`config.mk`:
```
export PLATFORM = sky130hd
export DESIGN_NAME = mdu_seq_mult
export DESIGN_NICKNAME = d
export VERILOG_FILES = /design/src/rtl/mdu_seq_mult_pkg.sv /design/src/rtl/mdu_seq_mult_abs_neg.sv /design/src/rtl/mdu_seq_mult.sv
export SDC_FILE = /design/constraint.sdc
export NUM_CORES = 1
export LEC_CHECK = 0
export ABC_CLOCK_PERIOD_IN_PS = 5700
export BUFFER_PORTS_ARGS = -buffer_cell sky130_fd_sc_hd__buf_2
export CORE_ASPECT_RATIO = 0.8
export CORE_MARGIN = 2
export CORE_UTILIZATION = 61
export DETAILED_ROUTE_END_ITERATION = 16
export PLACE_DENSITY = 0.81
export REMOVE_ABC_BUFFERS = 1
export SLEW_MARGIN = 0
export SYNTH_ARGS = -nofsm -noshare
export SYNTH_HDL_FRONTEND = slang
export SYNTH_SLANG_ARGS = --single-unit
```
`constraint.sdc`:
```
create_clock -name clk -period 5.7 [get_ports clk]
set_input_delay 0 -clock clk [delete_from_list [all_inputs] [get_ports clk]]
set_output_delay 0 -clock clk [all_outputs]
set_load 0.05 [all_outputs]
```
`src/rtl/mdu_seq_mult_pkg.sv`:
```
// Shared definitions for the multiply/divide unit datapath.
//   mdu_state_t : sequencer state encoding (IDLE / RUN / DONE)
//   MDU_WIDTH   : operand width shared with the datapath
package mdu_seq_mult_pkg;

  localparam int unsigned MDU_WIDTH = 32;

  typedef enum logic [1:0] {
    ST_IDLE = 2'b00,
    ST_RUN  = 2'b01,
    ST_DONE = 2'b10
  } mdu_state_t;

endpackage

```
`src/rtl/mdu_seq_mult_abs_neg.sv`:
```
// Conditional two's-complement negate, used both to take operand
// magnitudes and to restore the sign of the final product.
//   a   : input value
//   neg : 1 = output -a, 0 = pass a through
//   y   : result (same width; the most negative value maps to itself)
module mdu_abs_neg #(
  parameter int unsigned W = 32
) (
  input  logic [W-1:0] a,
  input  logic         neg,
  output logic [W-1:0] y
);

  always_comb begin
    y = neg ? (~a + W'(1)) : a;
  end

endmodule

```
`src/rtl/mdu_seq_mult.sv`:
```
// Iterative shift-add multiplier for MULT/MULTU. One multiplier bit is
// consumed per cycle; hi/lo hold the last completed product and only
// change on completion, so the downstream result mux sees stable data.
//   clk, reset      : rising-edge clock, synchronous active-high reset
//   start           : begin a multiply (ignored while busy)
//   is_signed       : 1 = MULT, 0 = MULTU
//   rs_val, rt_val  : multiplicand / multiplier, latched on accepted start
//   hi, lo          : upper / lower halves of the last product
//   busy            : high while the multiply is running
//   done            : one-cycle pulse after hi/lo are updated
module mdu_seq_mult
  import mdu_seq_mult_pkg::*;
#(
  parameter int unsigned WIDTH = MDU_WIDTH,
  parameter int unsigned CNT_W = 6
) (
  input  logic             clk,
  input  logic             reset,
  input  logic             start,
  input  logic             is_signed,
  input  logic [WIDTH-1:0] rs_val,
  input  logic [WIDTH-1:0] rt_val,
  output logic [WIDTH-1:0] hi,
  output logic [WIDTH-1:0] lo,
  output logic             busy,
  output logic             done
);

  mdu_state_t state, state_nxt;

  logic [2*WIDTH-1:0] acc;
  logic [2*WIDTH-1:0] acc_nxt;
  logic [2*WIDTH-1:0] mcand;
  logic [2*WIDTH-1:0] product;
  logic [WIDTH-1:0]   mplr;
  logic [WIDTH-1:0]   rs_mag;
  logic [WIDTH-1:0]   rt_mag;
  logic [CNT_W-1:0]   cnt;
  logic               neg_res;
  logic               last;
  logic               accept;

  mdu_abs_neg #(.W(WIDTH)) u_abs_rs (
    .a   (rs_val),
    .neg (is_signed & rs_val[WIDTH-1]),
    .y   (rs_mag)
  );

  mdu_abs_neg #(.W(WIDTH)) u_abs_rt (
    .a   (rt_val),
    .neg (is_signed & rt_val[WIDTH-1]),
    .y   (rt_mag)
  );

  // The final edge writes hi/lo directly from this cycle's partial sum,
  // so the sign fix-up is applied to acc_nxt rather than acc.
  mdu_abs_neg #(.W(2*WIDTH)) u_neg_prod (
    .a   (acc_nxt),
    .neg (neg_res),
    .y   (product)
  );

  always_comb begin
    acc_nxt = acc + (mplr[0] ? mcand : '0);
    last    = (cnt == CNT_W'(WIDTH-1));
    accept  = start && (state != ST_RUN);
  end

  always_ff @(posedge clk) begin
    if (reset) state <= ST_IDLE;
    else       state <= state_nxt;
  end

  always_comb begin
    state_nxt = state;
    busy      = 1'b0;
    done      = 1'b0;
    case (state)
      ST_IDLE: if (start) state_nxt = ST_RUN;
      ST_RUN: begin
        busy = 1'b1;
        if (last) state_nxt = ST_DONE;
      end
      ST_DONE: begin
        done      = 1'b1;
        state_nxt = start ? ST_RUN : ST_IDLE;
      end
      default: state_nxt = ST_IDLE;
    endcase
  end

  always_ff @(posedge clk) begin
    if (reset) begin
      acc     <= '0;
      mcand   <= '0;
      mplr    <= '0;
      cnt     <= '0;
      neg_res <= 1'b0;
      hi      <= '0;
      lo      <= '0;
    end else if (accept) begin
      acc     <= '0;
      mcand   <= {{WIDTH{1'b0}}, rs_mag};
      mplr    <= rt_mag;
      cnt     <= '0;
      neg_res <= is_signed & (rs_val[WIDTH-1] ^ rt_val[WIDTH-1]);
    end else if (state == ST_RUN) begin
      acc   <= acc_nxt;
      mcand <= mcand << 1;
      mplr  <= mplr >> 1;
      cnt   <= cnt + CNT_W'(1);
      if (last) begin
        hi <= product[2*WIDTH-1:WIDTH];
        lo <= product[WIDTH-1:0];
      end
    end
  end

endmodule

```
==> results.md <==
- The flow ran to the end, and the final reports show no timing, DRC or antenna violations.
- The repair_antennas step left the layout with diodes totalling 0.
- The cell chosen for the clock root is sky130_fd_sc_hd__clkbuf_16.
- For this run, the register share of the synthesized area comes to between 20% and 30%.
- Entering global routing, the biggest net connects roughly 110 pins.
- The category of the worst setup path capture point is a flip-flop.
- In the final layout, the share of cells above drive strength 1 is 10.87%.
- The number of maximum-capacitance constraint violations is 0.
- The Yosys step of the flow raised 0 warnings.
- The startpoint type of the worst setup path is a flip-flop.
- The clock arrives with ~0.024 ns of skew.
- The count of pins over their slew limit was 0.
- The transition time of the tightest slew-check pin is 1.251 ns.
- In the synthesized netlist, the number of instances is around 2,300.
- Setup repair after global routing left no endpoint under its margin.
- For this run, the number of standard cells in the final layout without fillers is 2,802.
- The placed wire-length estimate after detailed placement is approximately 41 mm.
- The maximum ir drop on the vdd rail is between 0.2 and 0.3 mV.
- The slowest library cell on the worst path is sky130_fd_sc_hd__a2111oi_2.
- The final layout contains routed wiring with a total length of between 50 and 60 mm.
- Counting the fill cells in the layout gives approximately 2,300.
- The growth of design area from synthesis to finish is 12.94%.
- The region available for standard cell placement spans between 20,000 and 30,000 um^2.
- Leaving out fill and tap cells, the most frequent cell in the layout is sky130_fd_sc_hd__nand2_1.
- Adding up every negative setup slack in the final design gives 0 ns.
- Input and output buffers added on the ports amount to roughly 130.
- Summing over every cut layer, the via total after detailed routing is 18,032.
- Row generation in the floorplan step produced 54 rows.
- In the final routed layout, each cell accounts on average for between 20 and 25 um.
- Post-CTS repair changed the size of 0 cells.
- The final count of hold timing violations is 0.
- The count of nets left with antenna violations once routing finished came out at 0.
- The area after detailed placement is roughly 18,000 um^2.
- At the worst endpoint, the arrival time is 5.87 ns.
- In this run, the number of DRC markers left after iteration 0 of detailed routing was 1,904.
- Counting flops and latches in the post-synthesis netlist gives 233.
- Derived from the worst setup path, the maximum achievable clock frequency is between 150 and 200 MHz.
- Setup violations remaining at the end of the flow were counted as 0.
- approximately 130 I/O pins were placed.
- The clock insertion delay at the later pin of the skew report is around 0.54 ns.
- In this run the horizontal extent of the chip is 189.4 um.
- The type of the worst setup path is flip-flop to flip-flop.
- TritonCTS built the clock tree.
- The combined buffer and inverter count along the critical path is 2.
- The initial utilization of the core area, before any placement, comes to 61.77%.
- For this run the aggregate overflow at the end of global routing stands at 0.
- Power spread over the standard cell area amounts to 209.3 nW/um^2.
- Walking the worst path, the cells encountered are buf_4 -> and2_1 -> ha_1 -> inv_1 -> fa_1 -> nand2b_1 -> a21o_1 -> a2111oi_2 -> o2111ai_1 -> nand2_1 -> xor2_1 -> or3_1 -> or3_4 -> or4_1 -> o41ai_1 -> nor2_1 -> a211o_1.
- Across all hold checks on the routed design, the worst slack comes to roughly 0.0046 ns.
- Global routing used between 30% and 40% of the available tracks.
- The path class of the tightest hold or removal check is input port to flip-flop.
- The relative max-transition margin is 16.59%.
- The die covers ~29,000 um^2.
- The worst path in the final design needs a cycle of around 5.4 ns, including I/O delays and setup.
- The mean area per synthesized cell is ~7.2 um^2.
- The finished cells cover roughly 19,000 um^2.
- The initial antenna violation count came to 1.
- The count of flip-flops with a built-in enable after synthesis is 0.
- The cell count after placement is around 2,700.
- The standby leakage power is 7.433 nW.
- The count of clock tree sinks is between 200 and 250.
- Buffers inserted during clock tree synthesis total 25.
- STA puts the critical path data required time at between 6 and 7 ns.
- Clock-pin slew was measured on the worst setup and hold paths at approximately 0.07 ns.
- The net count of the finished layout is approximately 2,600.
- The top flip-flop cell by instance count after synthesis is sky130_fd_sc_hd__dfxtp_1.
- The netlist area before placement is approximately 17,000 um^2.
- The via count normalized by instance count is approximately 6.4.
- The top cell types in the final layout, fill and taps aside, are sky130_fd_sc_hd__nand2_1 (319), sky130_fd_sc_hd__nor2_1 (295), sky130_fd_sc_hd__a21oi_1 (275).
- The vertical die dimension is 152.3 um.
- In the synthesized netlist the async set-or-reset flop fraction comes to 0%.
- In this design, the stage delay of the slowest critical-path cell is just over 0.7 ns.
- CTS built an H-tree with a depth of 1.
- The kind of cell adding the most delay to the critical path is simple AND/OR/NAND/NOR gates.
- The fraction of the cycle the final worst path needs is between 90% and 100%.
- The first global-routing pass estimated approximately 88 mm of wire.
- The number of unique standard cell types used by synthesis is 89.
- The first detailed-routing pass took 7 iterations.
- For this run, design rule violations remaining after detail routing come to 0.
- Along the worst path, the maximum fanout reaches 28.
- The number of global-route vias before repair is 16,485.
- The clock passes through at most 3 buffers.
- The placer's final routability congestion estimate is around 1.1.
[state kept, by name, summed over array words and instances, names as in the netlist]
register	count
acc	64
mplr	32
lo	32
hi	32
mcand	64
state	2
neg_res	1
cnt	6
[cell usage after synthesis (9+ instances only)]
library cell / count / area share (%)
sky130_fd_sc_hd__nand2_1: 319 / 7.1
sky130_fd_sc_hd__nor2_1: 295 / 6.6
sky130_fd_sc_hd__a21oi_1: 275 / 8.2
sky130_fd_sc_hd__dfxtp_1: 233 / 28
sky130_fd_sc_hd__clkbuf_1: 126 / 2.8
sky130_fd_sc_hd__a211oi_1: 121 / 5.4
sky130_fd_sc_hd__o21ai_0: 100 / 3.0
sky130_fd_sc_hd__and2_1: 98 / 3.7
sky130_fd_sc_hd__xor2_1: 78 / 4.1
sky130_fd_sc_hd__ha_1: 67 / 5.0
sky130_fd_sc_hd__xnor2_1: 57 / 3.0
sky130_fd_sc_hd__or3_1: 39 / 1.5
sky130_fd_sc_hd__nand4_1: 37 / 1.4
sky130_fd_sc_hd__nor3_1: 37 / 1.1
sky130_fd_sc_hd__inv_1: 31 / 0.69
sky130_fd_sc_hd__a21o_1: 25 / 1.1
sky130_fd_sc_hd__o31ai_1: 24 / 1.1
sky130_fd_sc_hd__nand3_1: 23 / 0.69
sky130_fd_sc_hd__nor4_1: 22 / 0.82
sky130_fd_sc_hd__o211ai_1: 20 / 0.89
sky130_fd_sc_hd__a311oi_1: 18 / 0.94
sky130_fd_sc_hd__buf_2: 17 / 0.51
sky130_fd_sc_hd__o21a_1: 17 / 0.76
sky130_fd_sc_hd__nand2b_1: 16 / 0.60
sky130_fd_sc_hd__or4_1: 15 / 0.67
sky130_fd_sc_hd__a31oi_1: 14 / 0.52
sky130_fd_sc_hd__o21ai_1: 13 / 0.39
sky130_fd_sc_hd__and3_1: 12 / 0.45
sky130_fd_sc_hd__mux2i_1: 12 / 0.72
sky130_fd_sc_hd__o41ai_1: 12 / 0.63
sky130_fd_sc_hd__and4_1: 10 / 0.52
sky130_fd_sc_hd__or2_2: 9 / 0.34
[where the power goes]
group          switching (mW)  internal, mW
Sequential             0.0351          1.67
Clock                   0.696         0.937
Combinational           0.399         0.225
[worst register-to-register path, stage by stage (launching register included)]
cell                        delay [ns]
sky130_fd_sc_hd__dfxtp_1          0.33
sky130_fd_sc_hd__buf_4            0.24
sky130_fd_sc_hd__and2_1           0.17
sky130_fd_sc_hd__ha_1             0.18
sky130_fd_sc_hd__inv_1            0.06
sky130_fd_sc_hd__fa_1             0.38
sky130_fd_sc_hd__nand2b_1         0.21
sky130_fd_sc_hd__a21o_1           0.24
sky130_fd_sc_hd__a2111oi_2        0.71
sky130_fd_sc_hd__o2111ai_1        0.33
sky130_fd_sc_hd__nand2_1          0.16
sky130_fd_sc_hd__xor2_1           0.08
sky130_fd_sc_hd__or3_1            0.36
sky130_fd_sc_hd__or3_4            0.38
sky130_fd_sc_hd__or4_1            0.65
sky130_fd_sc_hd__o41ai_1          0.46
sky130_fd_sc_hd__nor2_1           0.11
sky130_fd_sc_hd__a211o_1          0.29
[cell families after synthesis]
group,synth area share (%)
and+or+nand+nor,27.23
AOI/OAI and AO/OA,27.42
DFF,27.80
buffers and inverters,4.467
xor gates and xnor gates,7.047
adders and majority gates,5.116
muxes,0.9172
[path summary, 6_finish.rpt]
check / from / end / slack, ns / cells after the start
setup reg to reg: mplr[0]$_SDFFE_PP0P_ / hi[20]$_SDFFE_PP0P_ / 0.25 / 17
setup / recovery: mplr[0]$_SDFFE_PP0P_ / hi[20]$_SDFFE_PP0P_ / 0.25 / 17
hold reg to reg: acc[18]$_SDFFE_PP0P_ / acc[18]$_SDFFE_PP0P_ / 0.46 / 2
hold / removal: rs_val[2] / mcand[2]$_SDFFE_PP0P_ / 0.005 / 5
[metrics by stage]
| stage | power [mW] | setup slack (ns) | utilization, % |
|---|---|---|---|
| floorplan | 2.114 | -3.975 | - |
| global placement | 2.300 | 0.4984 | 64.93 |
| detailed placement | 2.319 | 0.3622 | 64.93 |
| CTS | 3.956 | 0.3285 | 69.77 |
| global route | 4.101 | 0.02059 | 69.77 |
| finish | 3.966 | 0.2519 | 69.77 |
[area by class of cell]
cell class	instances	area, um^2	area share [%]
clock buffers	30	674.4	3.559
repair buffers	229	1519	8.016
flip-flops and latches	233	4666	24.62
multi-input cells	1902	11380	60.08
inverters	31	121.4	0.6405
well taps	364	455.4	2.403
clock inverters	13	128.9	0.6801
[timing repair]
action / 4_1_cts / 5_1_grt
setup buffers: 0 / 0
hold buffers: 51 / 0
hold endpoints to repair: 49 / 0
[per-layer routing]
layer | up-vias | wire (um) | global-route usage, % | part of all wire [%]
met1 | 8495 | 25640 | 55.24 | 45
met5 | - | 0 | 0 | 0
met3 | 96 | 6703 | 10.69 | 12
met4 | 0 | 1041 | 7.530 | 1.8
met2 | 874 | 23000 | 55.19 | 41
li1 | 8567 | - | - | -
(Power assumes the default switching activity.)
